[config.mk]
export PLATFORM = sky130hd
export DESIGN_NAME = bmd_64_wdma_tlp_seq
export DESIGN_NICKNAME = d
export VERILOG_FILES = /design/src/rtl/bmd_wdma_pkg.sv /design/src/rtl/bmd_64_wdma_tlp_seq.sv
export SDC_FILE = /design/constraint.sdc
export NUM_CORES = 1
export LEC_CHECK = 0
export ABC_AREA = 1
export CAP_MARGIN = 20
export CORE_ASPECT_RATIO = 1.75
export CORE_UTILIZATION = 45
export CTS_BUF_LIST = sky130_fd_sc_hd__clkbuf_2
export CTS_CLUSTER_DIAMETER = 120
export DETAILED_ROUTE_END_ITERATION = 8
export MAX_ROUTING_LAYER = met4
export PLACE_DENSITY = 0.79
export SKIP_CTS_REPAIR_TIMING = 1
export SLEW_MARGIN = 5
export SYNTH_ARGS = -nofsm -noshare
export SYNTH_HDL_FRONTEND = slang
export SYNTH_SLANG_ARGS = --single-unit
[constraint.sdc]
create_clock -name clk -period 2.1 [get_ports clk]
set_clock_uncertainty 0.2 [all_clocks]
set_input_delay 0.315 -clock clk [delete_from_list [all_inputs] [get_ports clk]]
set_output_delay 0.315 -clock clk [all_outputs]
set_load 0.1 [all_outputs]
[src/rtl/bmd_wdma_pkg.sv]
// Shared types for the write-DMA TLP sequencer: one-hot state encoding,
// maximum TLP payload and the per-TLP byte step helper.
package bmd_wdma_pkg;

   typedef enum logic [4:0] {
      ST_IDLE  = 5'b00001,
      ST_ISSUE = 5'b00010,
      ST_GAP   = 5'b00100,
      ST_DONE  = 5'b01000,
      ST_HOLD  = 5'b10000
   } seq_state_e;

   localparam int unsigned MWR_MAX_BYTES = 4096;

   // A length field of 0 means the maximum of 1024 DWORDs.
   function automatic logic [12:0] mwr_bytes(input logic [9:0] len);
      return (len == 10'd0) ? 13'(MWR_MAX_BYTES) : {1'b0, len, 2'b00};
   endfunction

endpackage

[src/rtl/bmd_64_wdma_tlp_seq.sv]
// Write-DMA TLP sequencer: splits one frame into memory-write header requests.
// Optional frame cycle counter enabled by defining WDMA_SEQ_PERF_EN.
module bmd_64_wdma_tlp_seq
   import bmd_wdma_pkg::*;
#(
   parameter int ADDR_W     = 40,
   parameter int GAP_CYCLES = 0
) (
   input  logic              clk,
   input  logic              rst,
   input  logic              init_rst_i,
   input  logic              wdma_start_i,
   input  logic [ADDR_W-1:0] wdma_addr_i,
   input  logic [9:0]        mwr_len_i,
   input  logic [15:0]       mwr_count_i,
   output logic              wdma_done_o,
   output logic              mwr_req_o,
   output logic [ADDR_W-1:0] mwr_addr_o,
   output logic [9:0]        mwr_len_o,
   output logic              mwr_fmt64_o,
   input  logic              mwr_ack_i,
   output logic              seq_busy_o,
   output logic [15:0]       tlp_cnt_o,
   output logic [31:0]       dma_cycles_o
);

   localparam bit         GAP_EN   = (GAP_CYCLES != 0);
   localparam logic [7:0] GAP_LOAD = (GAP_CYCLES > 0) ? 8'(GAP_CYCLES - 1) : 8'd0;

   seq_state_e        state, state_nxt;
   logic [ADDR_W-1:0] addr_q;
   logic [9:0]        len_q;
   logic [15:0]       count_q;
   logic [15:0]       tlp_cnt_q;
   logic [7:0]        gap_q;
   logic              zero_q;
   logic              soft_rst;
   logic              start_acc;
   logic              ack_acc;
   logic              last_tlp;

   assign soft_rst  = rst | init_rst_i;
   assign start_acc = (state == ST_IDLE) & wdma_start_i;
   assign ack_acc   = (state == ST_ISSUE) & mwr_ack_i;
   assign last_tlp  = (tlp_cnt_q == (count_q - 16'd1));

   always_ff @(posedge clk) begin
      if (soft_rst) state <= ST_IDLE;
      else          state <= state_nxt;
   end

   always_comb begin
      state_nxt = state;
      unique case (state)
         ST_IDLE:  if (wdma_start_i)
                      state_nxt = (mwr_count_i == 16'd0) ? ST_DONE : ST_ISSUE;
         ST_ISSUE: if (mwr_ack_i) begin
                      if (last_tlp)    state_nxt = ST_DONE;
                      else if (GAP_EN) state_nxt = ST_GAP;
                   end
         ST_GAP:   if (gap_q == 8'd0) state_nxt = ST_ISSUE;
         // An empty frame spends one extra cycle here so done lands two cycles after start.
         ST_DONE:  if (!zero_q) state_nxt = ST_HOLD;
         ST_HOLD:  if (!wdma_start_i) state_nxt = ST_IDLE;
         default:  state_nxt = ST_IDLE;
      endcase
   end

   always_ff @(posedge clk) begin
      if (soft_rst) begin
         addr_q    <= '0;
         len_q     <= '0;
         count_q   <= '0;
         tlp_cnt_q <= '0;
         gap_q     <= '0;
         zero_q    <= 1'b0;
      end else begin
         if (start_acc) begin
            addr_q    <= wdma_addr_i;
            len_q     <= mwr_len_i;
            count_q   <= mwr_count_i;
            tlp_cnt_q <= '0;
            zero_q    <= (mwr_count_i == 16'd0);
         end
         if (ack_acc) begin
            addr_q    <= addr_q + ADDR_W'(mwr_bytes(len_q));
            tlp_cnt_q <= tlp_cnt_q + 16'd1;
            gap_q     <= GAP_LOAD;
         end
         if ((state == ST_GAP) && (gap_q != 8'd0)) gap_q <= gap_q - 8'd1;
         if (state == ST_DONE) zero_q <= 1'b0;
      end
   end

   assign mwr_req_o   = (state == ST_ISSUE);
   assign wdma_done_o = (state == ST_DONE) & ~zero_q;
   assign seq_busy_o  = (state != ST_IDLE);
   assign mwr_addr_o  = addr_q;
   assign mwr_len_o   = len_q;
   assign mwr_fmt64_o = |addr_q[ADDR_W-1:32];
   assign tlp_cnt_o   = tlp_cnt_q;

`ifdef WDMA_SEQ_PERF_EN
   logic [31:0] perf_q;
   logic [31:0] dma_cycles_q;

   always_ff @(posedge clk) begin
      if (soft_rst) begin
         perf_q       <= '0;
         dma_cycles_q <= '0;
      end else begin
         if (start_acc)
            perf_q <= '0;
         else if (((state == ST_ISSUE) || (state == ST_GAP)) && (perf_q != '1))
            perf_q <= perf_q + 32'd1;
         if (wdma_done_o) dma_cycles_q <= perf_q;
      end
   end

   assign dma_cycles_o = dma_cycles_q;
`else
   assign dma_cycles_o = '0;
`endif

endmodule
==> results of run 1 <==
worst max path at each step:
stage                     end  slack (ns)  depth (start not counted)
2_1_floorplan  mwr_addr_o[33]       -0.28                         15
3_3_place_gp   mwr_addr_o[33]       -0.30                         15
3_5_place_dp   mwr_addr_o[33]       -0.34                         15
4_1_cts        mwr_addr_o[25]       -0.36                         14
5_1_grt        mwr_addr_o[13]       -0.54                         12
6_report       mwr_addr_o[23]       -0.42                         15
flip-flops by register name (all words and copies together), names as in the netlist:
name	flops
count_q	16
mwr_addr_o	40
mwr_len_o	10
state	4
tlp_cnt_o	16
zero_q	1
worst reg2reg max path: stages (launching register included):
cell	delay (ns)
dfxtp_4	0.40
inv_2	0.05
nand4_1	0.10
nor4_2	0.28
ha_2	0.38
nand2_1	0.10
nand2_2	0.08
nand2_2	0.08
inv_1	0.05
nor2_2	0.12
nand2_2	0.13
buf_4	0.16
nand3_2	0.05
nand2_1	0.04
a31oi_1	0.13
nor2_1	0.07
synth_stat cells (all sizes together):
cell	n
nand2	233
inv	118
nor2	110
dfxtp	87
o21ai	75
a21oi	71
nand3	68
buf	42
clkbuf	25
nor3	22
a31oi	20
nand4	16
ha	13
nor4	11
xor2	10
xnor2	9
nand3b	5
or2	4
a211oi	3
a21o	3
o211ai	3
nor3b	2
a221oi	1
a22o	1
a22oi	1
a31o	1
conb	1
fa	1
o21a	1
o22ai	1
layer usage:
metal	part of all wire (%)	vias to the layer above	global-route usage [%]
met4	6.1	0	17.1
met2	55	277	57.1
li1	-	3527	-
met5	0	-	-
met3	4.3	97	3.93
met1	34	3298	28.0
stage by stage:
step / total power [mW] / setup slack, ns / TNS (ns) / hold WS, ns
floorplan: 2.91 / -0.276 / -4.31 / 0.210
global placement: 3.36 / -0.296 / -5.66 / 0.264
detailed placement: 3.38 / -0.341 / -6.84 / 0.267
CTS: 4.52 / -0.359 / -7.83 / 0.0320
global route: 4.78 / -0.537 / -12.59 / 0.0531
finish: 4.60 / -0.419 / -8.49 / 0.0438
cell type report:
type | instances | area share (%)
Multi-Input combinational cell | 717 | 44.3
Timing Repair Buffer | 250 | 25.6
Sequential cell | 87 | 21.0
Inverter | 118 | 4.97
Tap cell | 171 | 2.37
Clock inverter | 6 | 1.21
Clock buffer | 10 | 0.555
Antenna cell | 1 | 0.0278
power by group:
part           internal (mW)  leakage (nW)  total (mW)  switching, mW
registers               1.70         0.746        1.77         0.0720
logic                  0.548          3.10        1.68           1.13
clock network          0.518        0.0963        1.16          0.637
total                   2.76          3.94        4.60           1.84
logic make-up after synthesis:
family	Yosys count
simple gates	471
buf+inv	185
compound gates	181
flops	87
xor+xnor	19
fa+ha+maj	14
other cells	1
==> reports/metrics.yaml, run 1 <==
status:
  outcome: "complete, but fails checks"
  violations: "setup timing"
logic_synthesis:
  synthTopCellsByArea: "dfxtp_1, nand2_1, inv_1"
  synth_top_area_share_pct: 28.9
  synthMuxAreaShare_pct: 0
  synth_xor_area_share_pct: 2.76
  synth-seq-cells: 87
  yosys.area_share.simple_pct: 35.4
  synth_compound_area_share_pct: 16.2
  netlist_area_um2: 6030
  ys_types: 45
  synth_seq_area_share_pct: 28.9
  yosysTopAreaCell: "dfxtp_1"
  netlist_instances: 958
  ys_warn_count: 0
  avgSynthCellArea_um2: 6.29
  synth_top_family_by_area: "simple AND/OR/NAND/NOR gates"
  yosys.area_share.adder_pct: 3.03
clock_tree:
  numCtsBuffers: 9
  numClockSinks: 87
  htree_levels: 3
  cts_root_buf: "clkbuf_2"
  cts_tree: "done"
  clk_pin_slew_ns: 0.29
  clock_latency_ns: 0.61
  cts_buffer_depth: 2
floorplan:
  start_util_pct: 46.3
  dieArea_um2: 13900
  core_area_um2: 13000
  die_y_um: 155
  die_x_um: 89.5
  rows: 55
  pin_count: 173
global_routing:
  grt_util_all_layers_pct: 30.3
  grt_max_degree: 45
  grt_pass1_vias: 6817
  grt-ovfl-total: 0
  antenna_found_initial: 1
  grt_pass1_wl_um: 31400
layout:
  layout_commonest_cell: "nand2_1"
  fillers: 1120
  post-route-util_pct: 69.3
  fin_nets: 1268
  most-common-layout-cells: "nand2_1, buf_4, inv_1, nor2_1, clkdlybuf4s50_1"
  multiInputGateArea_um2: 3990
  regArea_um2: 1890
  fin_cells: 1360
  syn_to_final_growth_pct: 49.5
  postLayoutCellArea_um2: 9010
  layout-drive-gt1-share_pct: 32.5
route:
  route.detailed.wl_per_inst_um: 15.3
  drt_first_pass_iters: 5
  vias: 7199
  vias_per_cell: 5.29
  route.antenna.remaining_nets: 0
  drc: 0
  initialDrtViolationCount: 416
  wl_um: 20700
timing:
  grt_setup_unrepaired: "yes"
  hold_violations: 0
  report.final.slew_viol_count: 0
  post-route-min-period_ns: 2.52
  setup_ws_ns: -0.419
  period_share_pct: 120
  finalSetupViolCount: 32
  worst-slew-pin-transition_ns: 0.496
  max_freq_mhz: 397
  slew_headroom_pct: 66.7
setup_path:
  r2r-end: "mwr_addr_o[23]"
  rr_startpoint: "mwr_len_o[5]"
  crit_buf_inv: 3
  worstPathCellList: "inv_2, nand4_1, nor4_2, ha_2, nand2_1, nand2_2, nand2_2, inv_1, nor2_2, nand2_2, buf_4, nand3_2, nand2_1, a31oi_1, nor2_1"
  cp_data_arrival_time_ns: 2.81
  crit_start: "mwr_len_o[5]"
  cp-start-kind: "flop"
  crit_slowest_cell: "dfxtp_4"
  r2r_slack_ns: -0.42
  critical_path_class: "reg -> reg"
  cp_common_cell: "nand2_2"
  max_stage_delay_ns: 0.40
  cp_top_family: "simple AND/OR/NAND/NOR gates"
  crit_path_end_kind: "flop"
  cp.required_ns: 2.39
  reg2regPathDepth: 15
  crit_fanout: 6
hold_path:
  hp-start: "wdma_addr_i[20]"
  min_delay_path_depth: 3
  hp-class: "in -> reg"
  hold_path_end: "mwr_addr_o[20]"
pwr:
  p_per_area_nw_per_um2: 510
  p_leak_nw: 3.94
  peakVddDrop_mv: 0.353
placement:
  finalWeightedCongestion: 0.958
  numPortBuffers: 140
  placed_cell_area_um2: 8420
  placed_cells: 1329
  place_hpwl_um: 15700
job:
  cap_violations: 0
Note: power is estimated with default switching activity, not from simulation.
==> inputs of run 2 (changes only) <==
- ABC_CLOCK_PERIOD_IN_PS: not set -> 2100
==> results of run 2 <==
No change in the layout: final DEF, timing and power equal those of run 1.
==> inputs of run 3 (changes only) <==
- CORE_MARGIN: not set -> 2
- CORE_UTILIZATION: 45 -> 25
- PLACE_DENSITY: 0.79 -> not set
==> run 3 against run 2 <==
Against the previous run:
- the flow still finishes with violations (setup timing)
- utilization is 31 points lower
- critical endpoint is now mwr_addr_o[38]
- power down 8.4%
- critical path depth decreased by 4
- first-iteration DRC count fell by 25%
- flip-flop and latch count unchanged
- worst setup slack gained 0.16 ns
- largest power group unchanged
- sequential power barely moved
- final cell count rose by 10%
- via count down 3.2%
- worst hold slack better by 0.00055 ns
- largest cell class unchanged
- global-route usage fell by 13 points
==> reports/metrics.yaml, run 3 (synthesis results as in run 1) <==
global_routing:
  grt-ovfl-total: 0  # unchanged
  antenna_found_initial: 2  # was 1
  grt_util_all_layers_pct: 17.4  # was 30.3%
  grt_pass1_wl_um: 33700  # was 31,400 um
  grt_max_degree: 51  # was 45
  grt_pass1_vias: 6707  # was 6,817
setup_path:
  critical_path_class: "reg -> reg"  # unchanged
  r2r_slack_ns: -0.26  # was -0.42 ns
  reg2regPathDepth: 11  # was 15
  cp-endpoint: "mwr_addr_o[38]"  # was mwr_addr_o[23]
  rr_startpoint: "mwr_len_o[7]"  # was mwr_len_o[5]
  crit_start: "mwr_len_o[7]"  # was mwr_len_o[5]
  cp_data_arrival_time_ns: 2.71  # was 2.81 ns
  cp-start-kind: "flop"  # unchanged
  crit_path_end_kind: "flop"  # unchanged
  crit_fanout: 6  # unchanged
  cp.required_ns: 2.45  # was 2.39 ns
  r2r-end: "mwr_addr_o[38]"  # was mwr_addr_o[23]
layout:
  fin_cells: 1500  # was 1,360
  most-common-layout-cells: "nand2_1, buf_4, inv_1, nor2_1, clkdlybuf4s50_1"  # unchanged
  fin_nets: 1271  # was 1,268
  postLayoutCellArea_um2: 9220  # was 9010 um^2
  layout_commonest_cell: "nand2_1"  # unchanged
  syn_to_final_growth_pct: 52.9  # was 49.5%
  layout-drive-gt1-share_pct: 32.4  # was 32.5%
  largest_reg_flops: 40  # unchanged
timing:
  finalSetupViolCount: 31  # was 32
  hold_ws_ns: 0.0444  # was 0.0438 ns
  hold_violations: 0  # unchanged
  period_share_pct: 113  # was 120%
  post-route-min-period_ns: 2.36  # was 2.52 ns
  max_freq_mhz: 423  # was 397 MHz
  report.final.slew_viol_count: 0  # unchanged
  grt_setup_unrepaired: "yes"  # unchanged
  setup_ws_ns: -0.264  # was -0.419 ns
job:
  cap_violations: 0  # unchanged
pwr:
  p_clk_share_pct: 18.2  # was 25.1%
  p_leak_nw: 3.92  # was 3.94 nW
  comb_power_share_pct: 39.8  # was 36.5%
  p_sw_mw: 1.82  # was 1.84 mW
  peakVddDrop_mv: 0.272  # was 0.353 mV
  finalPower_mw: 4.21  # was 4.60 mW
  netSwitchingFraction_pct: 43.2  # was 40.0%
  p_per_area_nw_per_um2: 457  # was 510 nW/um^2
  p_int_mw: 2.39  # was 2.76 mW
  p_seq_share_pct: 42.0  # was 38.4%
floorplan:
  die_x_um: 121  # was 89.5 um
  start_util_pct: 25.3  # was 46.3%
  die_y_um: 209  # was 155 um
  core_area_um2: 23800  # was 13,000 um^2
  rows: 75  # was 55
  dieArea_um2: 25400  # was 13,900 um^2
  pin_count: 173  # unchanged
clock_tree:
  cts_tree: "done"  # unchanged
  clock_latency_ns: 0.62  # was 0.61 ns
  numCtsBuffers: 9  # unchanged
  htree_levels: 3  # unchanged
  clk_pin_slew_ns: 0.25  # was 0.29 ns
  cts_buffer_depth: 2  # unchanged
  numClockSinks: 87  # unchanged
  cts_root_buf: "clkbuf_2"  # unchanged
status:
  violations: "setup timing"  # unchanged
  outcome: "complete, but fails checks"  # unchanged
placement:
  placed_cells: 1462  # was 1,329
  finalWeightedCongestion: 0.922  # was 0.958
  place_ws_ns: -0.305  # was -0.341 ns
  place_hpwl_um: 17000  # was 15,700 um
  placed_cell_area_um2: 8570  # was 8420 um^2
  numPortBuffers: 140  # unchanged
route:
  route.detailed.wl_per_inst_um: 14.5  # was 15.3 um
  route.antenna.remaining_nets: 0  # unchanged
  vias_per_cell: 4.65  # was 5.29
  initialDrtViolationCount: 314  # was 416
  vias: 6970  # was 7,199
  drt_first_pass_iters: 5  # unchanged
  drc: 0  # unchanged
  wl_um: 21800  # was 20,700 um
hold_path:
  hp-class: "in -> reg"  # unchanged
==> run 3: changes by cell type in the layout (fill, tap and decap cells not counted), moves of 5 or more <==
cell / delta
nor2_2: -6
nand2_2: +7
a21oi_2: -5
nor2_1: +6
nand2_1: -7
==> run 3: power by group through the flow <==
stage / Combinational (mW) / Sequential [mW] / Clock, mW
after floorplan: 0.851 / 2.05 / 0
after global placement: 1.59 / 1.80 / 0
after detailed placement: 1.59 / 1.80 / 0
after CTS: 1.60 / 1.77 / 0.823
after global routing: 1.80 / 1.78 / 0.892
final: 1.68 / 1.77 / 0.765
==> run 3: final cells by class <==
cell class / count / area, um^2
flip-flops and latches: 87 / 1890
diodes: 2 / 5.00
clock inverters: 5 / 26.3
multi-input cells: 717 / 4040
inverters: 118 / 458
clock buffers: 10 / 50.0
repair buffers: 253 / 2360
well taps: 308 / 385
fillers: 2567 / 14600
==> run 3: worst min path at each step <==
stage	start	endpoint	slack, ns	cells past startpoint
finish	mwr_count_i[6]	count_q[6]	0.04	3
global route	mwr_count_i[7]	count_q[7]	-0.008	3
CTS	wdma_addr_i[20]	mwr_addr_o[20]	-0.05	3
detailed placement	mwr_len_o[4]	mwr_len_o[4]	0.27	2
global placement	mwr_len_o[4]	mwr_len_o[4]	0.26	2
floorplan	wdma_start_i	zero_q	0.21	1
==> run 3: metal layers <==
layer | global-route usage [%] | share of wire (%) | wire (um)
met5 | - | 0 | 0
met1 | 18.7 | 39 | 8440
met4 | 9.55 | 4.1 | 894
met2 | 30.4 | 53 | 11600
met3 | 2.50 | 4.0 | 869
==> run 3: critical path: stages, from the launching register on <==
cell     delay [ns]
dfxtp_4        0.39
buf_4          0.15
ha_4           0.28
nand2_1        0.08
o21ai_0        0.39
a21oi_1        0.14
nand2_2        0.19
nand2_2        0.10
o21ai_0        0.16
nand2_1        0.07
a21oi_1        0.12
nor2_1         0.05
==> run 3: stage by stage <==
| stage | TNS [ns] | util, % |
|---|---|---|
| floorplan | -4.31 | - |
| global placement | -4.89 | 36.0 |
| detailed placement | -6.35 | 36.0 |
| CTS | -7.17 | 36.3 |
| global route | -12.47 | 38.7 |
| finish | -4.58 | 38.7 |
